**config.mk**
```make
export PLATFORM = sky130hd
export DESIGN_NAME = mdu_divider
export DESIGN_NICKNAME = d
export VERILOG_FILES = /design/src/rtl/mdu_divider.sv
export SDC_FILE = /design/constraint.sdc
export NUM_CORES = 1
export LEC_CHECK = 0
export ABC_CLOCK_PERIOD_IN_PS = 8840
export BUFFER_PORTS_ARGS = -buffer_cell sky130_fd_sc_hd__buf_2
export CAP_MARGIN = 10
export CORE_ASPECT_RATIO = 1.1
export CORE_MARGIN = 2
export CORE_UTILIZATION = 60
export DETAILED_ROUTE_END_ITERATION = 8
export GPL_ROUTABILITY_DRIVEN = 0
export HOLD_SLACK_MARGIN = 0.03
export PLACE_DENSITY = 0.81
export SKIP_CTS_REPAIR_TIMING = 1
export SLEW_MARGIN = 20
export SYNTH_ARGS = -nofsm -noshare
export SYNTH_HDL_FRONTEND = slang
export SYNTH_SLANG_ARGS = --single-unit
export TNS_END_PERCENT = 1
```
**constraint.sdc**
```tcl
create_clock -name clk -period 8.84 [get_ports clk]
set_input_delay 0.442 -clock clk [delete_from_list [all_inputs] [get_ports clk]]
set_output_delay 0.442 -clock clk [all_outputs]
set_load 0.05 [all_outputs]
```
**src/rtl/mdu_divider.sv**
```systemverilog
// Iterative radix-2 restoring divider (signed/unsigned) for the MIPS execute stage.
// One quotient bit per cycle; sign fix-up and divide-by-zero results are applied on entry to DONE.
module mdu_divider #(
    parameter int WIDTH     = 32,
    parameter int ZERO_FAST = 1
) (
    input  logic             clk,
    input  logic             reset,
    input  logic             start,
    input  logic             signed_div,
    input  logic             cancel,
    input  logic [WIDTH-1:0] dividend,
    input  logic [WIDTH-1:0] divisor,
    output logic             busy,
    output logic             ready,
    output logic [WIDTH-1:0] quotient,
    output logic [WIDTH-1:0] remainder,
    output logic             div_by_zero
);

    localparam int CW = $clog2(WIDTH);

    typedef enum logic [1:0] {
        IDLE = 2'd0,
        CALC = 2'd1,
        DONE = 2'd2
    } state_t;

    state_t           state_q, state_d;
    logic [CW-1:0]    cnt_q, cnt_d;
    logic [WIDTH-1:0] rem_q, rem_d;
    logic [WIDTH-1:0] acc_q, acc_d;
    logic [WIDTH-1:0] dvs_q, dvs_d;
    logic [WIDTH-1:0] quo_q, quo_d;
    logic [WIDTH-1:0] rmd_q, rmd_d;
    logic             neg_quo_q, neg_quo_d;
    logic             neg_rem_q, neg_rem_d;
    logic             zero_q, zero_d;
    logic             dbz_q, dbz_d;

    logic [WIDTH:0]   shifted;
    logic [WIDTH:0]   trial;
    logic [WIDTH-1:0] step_rem;
    logic [WIDTH-1:0] step_acc;
    logic [WIDTH-1:0] final_quo;
    logic [WIDTH-1:0] final_rem;
    logic [WIDTH-1:0] abs_dividend;
    logic [WIDTH-1:0] abs_divisor;
    logic             dividend_neg;
    logic             divisor_neg;

    // Restoring step: acc shifts out dividend bits at the top and collects quotient bits at the bottom.
    always_comb begin
        shifted = {rem_q, acc_q[WIDTH-1]};
        trial   = shifted - {1'b0, dvs_q};
        if (trial[WIDTH]) begin
            step_rem = shifted[WIDTH-1:0];
            step_acc = {acc_q[WIDTH-2:0], 1'b0};
        end else begin
            step_rem = trial[WIDTH-1:0];
            step_acc = {acc_q[WIDTH-2:0], 1'b1};
        end
        final_quo = neg_quo_q ? (~step_acc + 1'b1) : step_acc;
        final_rem = neg_rem_q ? (~step_rem + 1'b1) : step_rem;
        // A zero divisor on the slow path must still report all-ones regardless of operand signs.
        if (zero_q) begin
            final_quo = '1;
        end
    end

    always_comb begin
        dividend_neg = signed_div & dividend[WIDTH-1];
        divisor_neg  = signed_div & divisor[WIDTH-1];
        abs_dividend = dividend_neg ? (~dividend + 1'b1) : dividend;
        abs_divisor  = divisor_neg  ? (~divisor + 1'b1)  : divisor;
    end

    always_comb begin
        state_d   = state_q;
        cnt_d     = cnt_q;
        rem_d     = rem_q;
        acc_d     = acc_q;
        dvs_d     = dvs_q;
        quo_d     = quo_q;
        rmd_d     = rmd_q;
        neg_quo_d = neg_quo_q;
        neg_rem_d = neg_rem_q;
        zero_d    = zero_q;
        dbz_d     = dbz_q;

        case (state_q)
            IDLE, DONE: begin
                state_d = IDLE;
                if (start && !cancel) begin
                    rem_d     = '0;
                    acc_d     = abs_dividend;
                    dvs_d     = abs_divisor;
                    cnt_d     = '0;
                    neg_quo_d = dividend_neg ^ divisor_neg;
                    neg_rem_d = dividend_neg;
                    zero_d    = (divisor == '0);
                    if ((divisor == '0) && (ZERO_FAST != 0)) begin
                        state_d = DONE;
                        quo_d   = '1;
                        rmd_d   = dividend;
                        dbz_d   = 1'b1;
                    end else begin
                        state_d = CALC;
                    end
                end
            end
            CALC: begin
                if (cancel) begin
                    state_d = IDLE;
                end else begin
                    rem_d = step_rem;
                    acc_d = step_acc;
                    cnt_d = cnt_q + 1'b1;
                    if (cnt_q == CW'(WIDTH - 1)) begin
                        state_d = DONE;
                        quo_d   = final_quo;
                        rmd_d   = final_rem;
                        dbz_d   = zero_q;
                    end
                end
            end
            default: begin
                state_d = IDLE;
            end
        endcase
    end

    always_ff @(posedge clk or posedge reset) begin
        if (reset) begin
            state_q   <= IDLE;
            cnt_q     <= '0;
            rem_q     <= '0;
            acc_q     <= '0;
            dvs_q     <= '0;
            quo_q     <= '0;
            rmd_q     <= '0;
            neg_quo_q <= 1'b0;
            neg_rem_q <= 1'b0;
            zero_q    <= 1'b0;
            dbz_q     <= 1'b0;
        end else begin
            state_q   <= state_d;
            cnt_q     <= cnt_d;
            rem_q     <= rem_d;
            acc_q     <= acc_d;
            dvs_q     <= dvs_d;
            quo_q     <= quo_d;
            rmd_q     <= rmd_d;
            neg_quo_q <= neg_quo_d;
            neg_rem_q <= neg_rem_d;
            zero_q    <= zero_d;
            dbz_q     <= dbz_d;
        end
    end

    assign busy        = (state_q == CALC);
    assign ready       = (state_q == DONE);
    assign quotient    = quo_q;
    assign remainder   = rmd_q;
    assign div_by_zero = dbz_q;

endmodule

```
==> flow_summary.toml <==
[run_status]
status = "finished, final reports clean"

[finish]
syn_to_final_growth_pct = 10.5
instances_no_fill = 1896
final_cell_area_um2 = 13700
final_net_count = 1735
insertedDiodeCount = 0
fin_util_pct = 67.1
drive_above_1_share_pct = 13.0

[sta]
setup_slack_ps = 2790
max_slew_margin_pct = 25.8
fmax_mhz = 165
fin_setup_tns_ps = 0
maxSlewViolCount = 0
hold_ws_ps = 128
period_share_pct = 68.5
clock_skew_ps = 12.1
final.min_clock_period_ps = 6050
hold_violations = 0
finalSetupViolations = 0
rsz0062_at_grt = "no"
worst_pin_slew_ps = 1110

[drt]
ant_nets = 0
drcViolationCount = 0
wirelength_mm = 32.4
drtIter0Drc = 912
first_pass_iters = 7
wl_per_cell_um = 17.1
routed_via_density = 6.14
num_vias = 11636

[global_routing]
grt_max_degree = 84
first_global_vias = 10769
grt-ovfl-total = 0
antenna_found_initial = 0
grt_usage_pct = 29.9
grt_pass1_wl_mm = 53.4

[logic_synthesis]
ys.warnings.count = 0
synth.avg_cell_area_um2 = 8.00
yosysMostFrequentCell = "nand2_1"
synth_top_cell_by_area = "dfrtp_1"
syn_nets = 1659
synth_top_cell_area_share_pct = 34.5
synth_cells = 1551
ys.flop_type = "dfrtp_1"
synth_top_family_by_area = "compound AO/OA/AOI/OAI gates"
synth_compound_area_share_pct = 24.9
synthTopCellsByArea = "dfrtp_1, o21ai_0, nand2_1"
synth_adder_area_share_pct = 3.99
muxShareOfSynthArea_pct = 2.20
ys_top_cells_by_count = "nand2_1, o21ai_0, dfrtp_1, nor2_1, a21oi_1"
ys_ff_latch = 171
async_flop_share_pct = 100
synth_area_um2 = 12400
yosysSeqAreaShare_pct = 34.5
synth_xor_area_share_pct = 9.60
synthSimpleGateAreaFrac_pct = 20.1
synth_cell_types = 84
synth_edf_count = 0

[worst_setup_path]
critPathMaxFanout = 41
rr_startpoint = "acc_q[31]"
cp_num_buf_inv = 3
cp-endpoint = "remainder[24]"
cp-startpoint = "acc_q[31]"
worst_path_max_delay_cell = "o41ai_4"
cp_cell_sequence = "inv_1 > ha_1 > inv_1 > fa_1 > a211o_1 > a21o_1 > a31oi_4 > o21ai_1 > o221ai_4 > nor2_8 > inv_4 > mux2i_1 > ha_1 > nand3_1 > or3_1 > or3_1 > o41ai_4 > a31oi_1 > xnor2_1 > o211ai_1 > o21a_1"
path_delay_family = "compound AO/OA/AOI/OAI gates"
cp.required_ps = 9210
path_depth = 21
r2r_cells = 21
slowest_delay_ps = 550
cp.arrival_ps = 6430
startpoint_type = "flip-flop"
r2r_end = "remainder[24]"
crit_path_end_kind = "flip-flop"
critical_path_class = "reg -> reg"
regToRegSetupSlack_ps = 2790

[place]
place_hpwl_mm = 24.1
place_area_um2 = 13100
place_ws_ps = 2840
place_inst = 1864
io_buffer_count = 135

[job]
cap_violations = 0

[power_and_ir_drop]
power_density_nw_per_um2 = 266
p_leak_nw = 5.88
p_total_mw = 3.64
ir_drop_v = 0.000139

[cts]
clkTransAtPathRegs_ps = 70
cts_sinks = 171
cts_buffers = 17
cts_buffer_depth = 2
cts_tree = "built"
root_buffer = "clkbuf_16"
h-tree-depth = 4
clkLatencyLatePin_ps = 430

[die]
coreArea_um2 = 20400
die_h_um = 155
initial_core_util_pct = 60.7
io_pins = 136
row_count = 55
die_area_um2 = 21900
die_w_um = 141

[worst_hold_path]
hold_path_class = "in -> async"
==> power by group <==
group          leakage [nW]  total, mW  switching [mW]  internal [mW]
combinational          3.50       1.65            1.17          0.479
clock                 0.296      0.784           0.333          0.452
sequential             2.09       1.21           0.198           1.01
total                  5.88       3.64            1.70           1.94
==> sequential cells by signal, summed over array words and instances (netlist names) <==
signal	cells
acc_q	32
cnt_q	5
div_by_zero	1
dvs_q	32
neg_quo_q	1
neg_rem_q	1
quotient	32
rem_q	32
remainder	32
state_q	2
zero_q	1
==> cells in the final DEF, fill, tap and decap left out, types with 28 or more instances in the layout <==
master   netlist  routed
a21oi_1      140     140
a31oi_1       37      37
buf_2         28     135
dfrtp_1      171     171
ha_1          38      38
inv_1         48      46
nand2_1      215     215
nor2_1       149     148
o21ai_0      179     179
or3_1         28      28
xnor2_1       56      56
xor2_1        80      80
==> area by class of cell <==
class                   instances  area (um2)
multi-input cells            1241        7560
fillers                      1694        6720
flip-flops and latches        171        4280
repair buffers                145         751
clock buffers                  18         429
well taps                     256         320
inverters                      51         199
clock inverters                14         181
==> worst min path at each step <==
| stage | start | to | slack [ps] | cells past startpoint |
|---|---|---|---|---|
| floorplan | cnt_q[3] | cnt_q[3] | 450 | 1 |
| global placement | remainder[0] | remainder[0] | 460 | 2 |
| detailed placement | remainder[0] | remainder[0] | 470 | 2 |
| CTS | reset | quotient[3] | 150 | 2 |
| global route | reset | quotient[7] | 190 | 2 |
| finish | reset | quotient[3] | 130 | 2 |
==> cells by family after synthesis <==
kind of cell,after synthesis
AOI/OAI and AO/OA,503
xor gates and xnor gates,136
adders and majority gates,39
buffers and inverters,139
DFF,171
muxes,27
and+or+nand+nor,536
==> layer usage <==
metal / up-vias / GRT usage (%) / part of all wire (%)
met5: - / 0 / 0
met4: 0 / 9.86 / 2.5
met3: 59 / 4.12 / 6.4
met2: 465 / 49.4 / 47
met1: 5435 / 40.8 / 44
li1: 5677 / - / -
No activity file was read; power rests on OpenSTA's default activity.
